<file path="src/rtl/mem_read_arbiter.sv">
// mem_read_arbiter: shares one SRAM AXI-lite read port between IFU and LSU, one transaction in flight
module mem_read_arbiter #(
    parameter int ADDR_WIDTH  = 32,
    parameter int DATA_WIDTH  = 32,
    parameter int ROUND_ROBIN = 1
) (
    input  logic                  clk,
    input  logic                  rst_n,
    input  logic [ADDR_WIDTH-1:0] ifu_araddr,
    input  logic                  ifu_arvalid,
    output logic                  ifu_arready,
    output logic [DATA_WIDTH-1:0] ifu_rdata,
    output logic                  ifu_rvalid,
    input  logic                  ifu_rready,
    input  logic [ADDR_WIDTH-1:0] lsu_araddr,
    input  logic                  lsu_arvalid,
    output logic                  lsu_arready,
    output logic [DATA_WIDTH-1:0] lsu_rdata,
    output logic                  lsu_rvalid,
    input  logic                  lsu_rready,
    output logic [ADDR_WIDTH-1:0] s_araddr,
    output logic                  s_arvalid,
    input  logic                  s_arready,
    input  logic [DATA_WIDTH-1:0] s_rdata,
    input  logic                  s_rvalid,
    output logic                  s_rready
);
    typedef enum logic [1:0] {IDLE, ADDR, DATA} state_t;
    state_t state_q, state_d;
    logic   gnt_q, gnt_d, last_gnt_q, last_gnt_d;
    logic   in_addr, in_data;
    always_ff @(posedge clk) begin
        if (!rst_n) begin
            state_q    <= IDLE;
            gnt_q      <= 1'b0;
            last_gnt_q <= 1'b0;
        end else begin
            state_q    <= state_d;
            gnt_q      <= gnt_d;
            last_gnt_q <= last_gnt_d;
        end
    end
    always_comb begin
        state_d    = state_q;
        gnt_d      = gnt_q;
        last_gnt_d = last_gnt_q;
        case (state_q)
            IDLE: if (ifu_arvalid || lsu_arvalid) begin
                state_d = ADDR;
                gnt_d   = (ifu_arvalid && lsu_arvalid) ? ((ROUND_ROBIN != 0) ? ~last_gnt_q : 1'b1) : lsu_arvalid;
            end
            ADDR: if (s_arvalid && s_arready) state_d = DATA;
            DATA: if (s_rvalid && s_rready) begin
                state_d    = IDLE;
                last_gnt_d = gnt_q;
            end
            default: state_d = IDLE;
        endcase
    end
    // gnt_q: 0 = IFU, 1 = LSU; every output is gated by state so IDLE drives all zeros
    always_comb begin
        in_addr     = (state_q == ADDR);
        in_data     = (state_q == DATA);
        s_araddr    = in_addr ? (gnt_q ? lsu_araddr : ifu_araddr) : '0;
        s_arvalid   = in_addr & (gnt_q ? lsu_arvalid : ifu_arvalid);
        ifu_arready = in_addr & ~gnt_q & s_arready;
        lsu_arready = in_addr & gnt_q & s_arready;
        ifu_rdata   = in_data ? s_rdata : '0;
        lsu_rdata   = in_data ? s_rdata : '0;
        ifu_rvalid  = in_data & ~gnt_q & s_rvalid;
        lsu_rvalid  = in_data & gnt_q & s_rvalid;
        s_rready    = in_data & (gnt_q ? lsu_rready : ifu_rready);
    end
endmodule

</file>
<file path="config.mk">
export PLATFORM = sky130hd
export DESIGN_NAME = mem_read_arbiter
export DESIGN_NICKNAME = d
export VERILOG_FILES = /design/src/rtl/mem_read_arbiter.sv
export SDC_FILE = /design/constraint.sdc
export NUM_CORES = 1
export LEC_CHECK = 0
export ABC_AREA = 1
export CAP_MARGIN = 20
export CORE_ASPECT_RATIO = 0.7
export CORE_MARGIN = 8
export CORE_UTILIZATION = 24
export CTS_CLUSTER_SIZE = 30
export DETAILED_ROUTE_END_ITERATION = 8
export GPL_TIMING_DRIVEN = 0
export PLACE_DENSITY = 0.95
export SLEW_MARGIN = 20
export SYNTH_ARGS = -nofsm -noshare
export SYNTH_HDL_FRONTEND = slang
export SYNTH_SLANG_ARGS = --single-unit
</file>
<file path="constraint.sdc">
create_clock -name clk -period 1.55 [get_ports clk]
set_input_delay 0.155 -clock clk [delete_from_list [all_inputs] [get_ports clk]]
set_output_delay 0.155 -clock clk [all_outputs]
set_load 0.01 [all_outputs]
</file>
== Word level (Yosys, flattened, before mapping) ==
Index checks and enable logic that the tools add are counted.

* Bits in registers: 4
* Bits in latches: 0
* Memory bits (writable): 0
* Bits in read-only memories: 0
* Output and inout bits: 102
* Word-level logic and storage cells: 38
* Memories: 0

* Add/sub/neg operators: 0
* Multipliers: 0
* Div/mod/pow operators: 0
* Order comparisons: 0
* Equality and inequality tests: 5
* Shifts and indexed selects: 0
* Multiplexer cells: 10
* Bitwise logic cells: 12
* Reductions and logical operators: 8

{| class="wikitable"
|+ Operators with widths
! operator !! number
|-
| 2-to-1 mux 32 bit || 3
|-
| bitwise AND 1 bit || 10
|-
| 2-to-1 mux 2 bit || 3
|-
| one-hot mux 2 bit (3 select lines) || 1
|-
| != test 2 x 1 -> 1 bit (second input constant) || 2
|-
| AND reduction 2 bit || 2
|-
| logical AND 1 bit || 3
|-
| 2-to-1 mux 1 bit || 3
|-
| AND reduction 3 bit || 1
|-
| equality test 2 x 1 -> 1 bit (second input constant) || 1
|-
| equality test 2 bit (second input constant) || 1
|-
| zero test 2 bit || 1
|-
| != test 2 bit (second input constant) || 1
|-
| NOT 1 bit || 2
|-
| logical OR 1 bit || 1
|}

== Longest topological paths before layout ==
Gate-level depths: netlist (run 1).

* Depth after elaboration: 5
* Gate-level depth with buffers: 7
* Depth with buffers taken out: 7

== Worst setup path after synthesis (run 1) ==
Ideal clock, no wire load.

* Path type: flip-flop to output port
* Start: reg state_q[1]
* End: out lsu_rdata[0]
* Data arrival time: 1.098 ns
* Required time: 1.395 ns
* Setup slack: 0.297 ns
* Stages on the path, launching flop included: 7
* Path buffers: 2
* Cell sequence: dfxtp_1 inv_1 nor2_2 inv_2 buf_2 nor2_1 buf_4

* Cells in the longest elaborated chain, start to end: 2

{| class="wikitable"
|+ Ends and longest elaborated chain
! item !! line !! text
|-
| start, declared || 29 || <nowiki>state_t state_q, state_d;</nowiki>
|-
| start signal, assigned || 38 || <nowiki>state_q <= state_d;</nowiki>
|-
| equality test 2 bit || 63 || <nowiki>in_data = (state_q == DATA);</nowiki>
|-
| 2-to-1 mux 32 bit || -- ||
|-
| end, declared || 18 || <nowiki>output logic [DATA_WIDTH-1:0] lsu_rdata,</nowiki>
|}

Every way passes these cells.

== Final worst setup path (run 1) ==
* Start: reg state_q[1]
* End: out lsu_rdata[23]

* Cells in the longest elaborated chain, start to end: 2

{| class="wikitable"
|+ Ends and longest elaborated chain
! item !! line !! text
|-
| equality test 2 bit || 63 ||
|-
| 2-to-1 mux 32 bit || 69 || <nowiki>lsu_rdata = in_data ? s_rdata : '0;</nowiki>
|}

Every way passes these cells.

==> results of run 1 <==
[cell usage in the layout (no fill, tap or decap), types with 3 or more instances in the layout]
cell	n
inv_1	39
nor3_1	4
nor2_2	3
nor2_1	8
buf_12	4
dlymetal6s2s_1	3
clkbuf_2	22
clkdlybuf4s50_1	103
buf_4	38
clkdlybuf4s15_1	9
nand2_1	73
dlygate4sd2_1	7
a21oi_1	34
buf_6	65
buf_2	17
clkbuf_8	3
nor2_4	30
[final timing paths]
path | depth (start not counted) | endpoint | slack [ns]
hold / removal | 4 | last_gnt_q | 0.51
setup / recovery | 9 | lsu_rdata[23] | -0.13
hold reg to reg | 4 | last_gnt_q | 0.51
setup reg to reg | 7 | state_q[1] | 0.46
[worst reg2reg max path, stage by stage, from the launching register on]
cell and delay (ns):
dfxtp_2 0.34, inv_4 0.05, nor2_4 0.11, clkinv_4 0.11
buf_4 0.16, a21oi_1 0.11, nor2_1 0.06, nor2_1 0.08
[layer usage]
metal,wire length [microns],track usage (%),vias up
met5,0,0,-
met4,219,4.30,0
met3,596,4.11,18
met2,5460,39.7,93
met1,3280,20.5,1093
li1,-,-,1175
[power by group through the flow]
stage / logic, mW / registers, mW / clock network (mW)
5_1_grt: 1.02 / 0.125 / 0.234
4_1_cts: 0.853 / 0.120 / 0.223
6_report: 0.956 / 0.124 / 0.215
3_5_place_dp: 0.869 / 0.119 / 0
3_3_place_gp: 0.849 / 0.118 / 0
2_1_floorplan: 0.322 / 0.118 / 0
[kinds of logic (layout without fill, tap and decap cells)]
logic type / count (synthesis) / count (layout) / synth area share [%]
buffers and inverters: 87 / 318 / 38.9
DFF: 4 / 4 / 6.48
AOI/OAI and AO/OA: 37 / 37 / 15.0
and+or+nand+nor: 123 / 123 / 39.6
[through the flow]
step	instances	setup TNS, ns	worst slack, ns
2_1_floorplan	251	0	0.297
3_3_place_gp	528	-10.58	-0.240
3_5_place_dp	528	-13.40	-0.286
4_1_cts	538	-2.38	-0.227
5_1_grt	554	-3.55	-0.195
6_report	554	-1.28	-0.129
[synthesized netlist by cell type]
| library cell | n | area, sq um |
|---|---|---|
| nand2_2 | 2 | 12.5 |
| dfxtp_1 | 4 | 80.1 |
| nor2_1 | 40 | 150 |
| nand2_1 | 73 | 274 |
| nand3_1 | 1 | 5.00 |
| nor3_1 | 4 | 20.0 |
| inv_2 | 2 | 7.51 |
| buf_2 | 9 | 45.0 |
| nand2_4 | 1 | 11.3 |
| o21ai_0 | 1 | 5.00 |
| nor2_2 | 1 | 6.26 |
| buf_4 | 34 | 255 |
| inv_1 | 40 | 150 |
| buf_6 | 2 | 22.5 |
| a21oi_1 | 36 | 180 |
| nand3_2 | 1 | 10.0 |
[area by class of cell]
cell class	count	share of cell area (%)
Timing Repair Buffer	229	55.5
Multi-Input combinational cell	160	23.6
Buffer	44	11.0
Inverter	42	4.31
Tap cell	72	2.31
Sequential cell	4	2.22
Clock buffer	3	1.06
[sequential cells by signal (all words and copies together) (netlist names)]
| register | cells |
|---|---|
| state_q | 2 |
| gnt_q | 1 |
| last_gnt_q | 1 |
[repair_timing]
item,CTS,global route
hold buffers,0,0
setup endpoints to repair,102,94
setup buffers,6,16
pin swaps,1,8
gates resized for setup,253,250
gates cloned,1,1
==> out/qor.csv, run 1 <==
metric;value;unit
syn_area;1230;sq um
startpoint;state_q[1];
final_core_utilization;76.4;%
drive_gt1_share;41.3;%
r2r_start;state_q[1];
postSynthCellCount;251;
cp_slowest_cell;dfxtp_2;
dp_hpwl;6950;microns
max_freq;0.596;GHz
syn_nets;355;
period_share;108;%
placed_cell_area;3380;sq um
status;finished, violations left;
leakagePower;2.01;nW
hp-class;flip-flop to flip-flop;
design.core.area;5090;sq um
first_iter_violations;47;
setup_violations;29;
fin_worst_skew;0.00135;ns
synth_cell_types;16;
drv_slew;0;
drt-total-wl;9560;microns
cpLargestDelayFamily;buffers and inverters;
p_switching;489;uW
clkTransAtPathRegs;0.03;ns
cts_made_buffers;3;
drtAntennaViolNets;0;
critPathCaptureType;primary output;
cts_tree;yes;
violations;negative setup slack;
cts_max_level;1;
ys_seq_area_share;6.48;%
areaGrowthSynthToFinish;215;%
hp-start;last_gnt_q;
switching_share;37.8;%
grt.overflow.total;0;
stdcell_area;3890;sq um
pwr-share-clk;16.6;%
fin_crit;1.68;ns
grt_usage;20.1;%
vdd_drop_max;0.509;mV
crit_top_cell;buf_6;
ys_seq_elements;4;
synth_warnings;0;
path_buf_inv;7;
port_buffers;205;
layout.nets;588;
post-route-drc-count;0;
dieArea;7730;sq um
clock_path_buffers;2;
seqPwrFrac;9.5;%
fillCellCount;380;
seq_area;86.3;sq um
diodes;0;
antenna_found_initial;0;
root_buffer;clkbuf_8;
rsz0062_at_grt;yes;
first_global_vias;2207;
initial_core_util;24.3;%
firstDrtPassIters;4;
grt_pass1_wl;12500;microns
relSlewSlack;83.9;%
slowest_delay;0.34;ns
path_cells;inv_4 -> nor2_4 -> clkinv_4 -> buf_6 -> buf_12 -> buf_6 -> nor2_4 -> buf_6 -> buf_6;
p_int;806;uW
vias_per_cell;4.29;
setup.worst_path.start_class;flip-flop;
rows;22;
whs;0.512;ns
path_max_fanout;7;
grt_start_max_net_pins;11;
clk_latency;0.21;ns
p_comb_share;73.8;%
critPathRequiredTime;1.39;ns
wl_per_cell;17.2;microns
hold_viol_final;0;
worstSetupPathType;flip-flop to primary output;
worst_pin_slew;0.241;ns
vias;2379;
gp_congestion;0.864;
die_w;102;microns
setup_slack;-0.129;ns
cts.sinks;4;
drv_cap;0;
multiInputGateArea;917;sq um
dieHeight;76.0;microns
arrival;1.52;ns
pin_count;206;
p_per_area;333;nW/um^2
synth_area_per_cell;4.92;sq um
p_total;1.30;mW
Power figures use the tool's default switching activity.
==> run 2: changes to the inputs <==
--- a/config.mk
+++ b/config.mk
@@ -18,3 +18,4 @@
 export SYNTH_ARGS = -nofsm -noshare
 export SYNTH_HDL_FRONTEND = slang
 export SYNTH_SLANG_ARGS = --single-unit
+export TNS_END_PERCENT = 10
==> constraint.sdc (replaced) <==
create_clock -name clk -period 1.55 [get_ports clk]
set_input_delay 0.155 -clock clk [delete_from_list [all_inputs] [get_ports clk]]
set_output_delay 0.155 -clock clk [all_outputs]
set_load 0.05 [all_outputs]
==> out/qor.csv, run 2 (synthesized netlist as in run 1, its figures left out) <==
metric;value;unit;change
relSlewSlack;80.4;%;was 83.9%
vdd_drop_max;0.218;mV;was 0.509 mV
finalNonFillerCells;531;;was 554
firstDrtPassIters;4;;unchanged
dieHeight;76.0;microns;unchanged
cts.sinks;4;;unchanged
path_buf_inv;5;;was 7
drt-total-wl;8220;microns;was 9560 microns
vias_per_cell;4.24;;was 4.29
gp_congestion;0.836;;was 0.864
setup_slack;0.0202;ns;was -0.129 ns
vias;2253;;was 2379
path_max_fanout;10;;was 7
p_total;1.58;mW;was 1.30 mW
design.core.area;5090;sq um;unchanged
cp_slowest_cell;dfxtp_2;;unchanged
setup.worst_path.start_class;flip-flop;;unchanged
drv_slew;0;;unchanged
fin_worst_skew;0.000275;ns;was 0.00135 ns
pin_count;206;;unchanged
whs;0.513;ns;was 0.512 ns
largest_reg_flops;2;;unchanged
drv_cap;0;;unchanged
worstSetupPathType;flip-flop to primary output;;unchanged
areaGrowthSynthToFinish;184;%;was 215%
clk_latency;0.21;ns;about the same
first_global_vias;2246;;was 2207
path_cells;inv_2 -> nor2_4 -> inv_4 -> buf_8 -> nor2_2 -> buf_4 -> buf_6;;was inv_4 -> nor2_4 -> clkinv_4 -> buf_6 -> buf_12 -> buf_6 -> nor2_4 -> buf_6 -> buf_6
clkTransAtPathRegs;0.03;ns;about the same
top_regs;state_q x2, gnt_q x1, last_gnt_q x1;;unchanged
root_buffer;clkbuf_8;;unchanged
crit_cells;7;;was 9
hold_buffers;0;;unchanged
first_iter_violations;64;;was 47
period_share;98.7;%;was 108%
cpLargestDelayFamily;buffers and inverters;;unchanged
slowest_delay;0.32;ns;was 0.34 ns
endpoint;lsu_rdata[27];;was lsu_rdata[23]
critPathCaptureType;primary output;;unchanged
arrival;1.37;ns;was 1.52 ns
final_core_utilization;68.8;%;was 76.4%
leakagePower;1.82;nW;was 2.01 nW
fin_crit;1.53;ns;was 1.68 ns
drtAntennaViolNets;0;;unchanged
wl_per_cell;15.5;microns;was 17.2 microns
layout.nets;565;;was 588
grt_usage;19.9;%;was 20.1%
hp-class;flip-flop to flip-flop;;unchanged
regMostFlops;state_q;;unchanged
cts_made_buffers;3;;unchanged
die_w;102;microns;unchanged
final_common_cell;clkdlybuf4s50_1;;unchanged
clock_path_buffers;2;;unchanged
cts_tree;yes;;unchanged
startpoint;state_q[1];;unchanged
initial_core_util;24.3;%;unchanged
status;finished, final reports clean;;was finished, violations left
rows;22;;unchanged
grt_pass1_wl;12400;microns;was 12500 microns
rrSetupSlack;0.58;ns;was 0.46 ns
layout_common_cells;clkdlybuf4s50_1, buf_4, nand2_1, inv_1, a21oi_1;;was clkdlybuf4s50_1, nand2_1, buf_6, inv_1, buf_4
drive_gt1_share;41.8;%;was 41.3%
cts_max_level;1;;unchanged
port_buffers;205;;unchanged
antenna_found_initial;0;;unchanged
critPathRequiredTime;1.39;ns;about the same
setup_violations;0;;was 29
r2r_start;gnt_q;;was state_q[1]
rr_worst_depth;6;;was 7
post-route-drc-count;0;;unchanged
diodes;0;;unchanged
fillCellCount;447;;was 380
p_per_area;452;nW/um^2;was 333 nW/um^2
rsz0062_at_grt;yes;;unchanged
placedCellCount;528;;unchanged
grt.overflow.total;0;;unchanged
dp_hpwl;7120;microns;was 6950 microns
reg2reg_to;last_gnt_q;;was state_q[1]
dieArea;7730;sq um;unchanged
pre_cts_ws;-0.577;ns;was -0.286 ns
grt_start_max_net_pins;11;;unchanged
max_freq;0.654;GHz;was 0.596 GHz
worst_pin_slew;0.295;ns;was 0.241 ns
hold_viol_final;0;;unchanged
[run 2: metal layers]
metal	share of wire, %	GRT usage (%)
met2	55	38.8
met1	34	19.7
met3	10	6.75
met5	0	0
met4	0.85	2.67
[run 2: worst min path at each step]
| stage | start | slack [ns] | endpoint | depth (start not counted) |
|---|---|---|---|---|
| 2_1_floorplan | rst_n | 0.28 | last_gnt_q | 2 |
| 3_3_place_gp | last_gnt_q | 0.51 | last_gnt_q | 4 |
| 3_5_place_dp | last_gnt_q | 0.51 | last_gnt_q | 4 |
| 4_1_cts | rst_n | 0.51 | last_gnt_q | 3 |
| 5_1_grt | rst_n | 0.53 | last_gnt_q | 3 |
| 6_report | last_gnt_q | 0.51 | last_gnt_q | 4 |
[run 2: stage by stage]
| step | instance area (sq um) | TNS, ns |
|---|---|---|
| global route | 3500 | -1.15 |
| global placement | 3500 | -39.27 |
| finish | 3500 | 0 |
| floorplan | 1350 | -6.69 |
| CTS | 3390 | -0.418 |
| detailed placement | 3500 | -41.68 |
[run 2: where the power goes]
part	total [mW]	switching, mW	internal (mW)
sequential	0.122	0.00995	0.112
combinational	1.24	0.734	0.510
clock	0.215	0.0497	0.165
[run 2: tightest hold or removal path, cell delays in order (launching register included)]
cell and delay [ns]:
dfxtp_1 0.30, inv_1 0.05, nand2_1 0.04, nand2_1 0.05, nor2_1 0.03
[run 2: layout make-up]
type                    count  area, sq um  area share (%)
flip-flops and latches      4         83.8            2.39
well taps                  72         90.1            2.57
clock buffers               3         41.3            1.18
repair buffers            205         1920            54.8
inverters                  42          160            4.57
plain buffers              45          379            10.8
multi-input cells         160          828            23.7
[run 2: what timing repair did]
action,CTS,global route
resized for setup,611,66
pin swaps,0,1
setup buffers,0,0
setup endpoints to repair,102,97
endpoints found under the hold margin,0,0
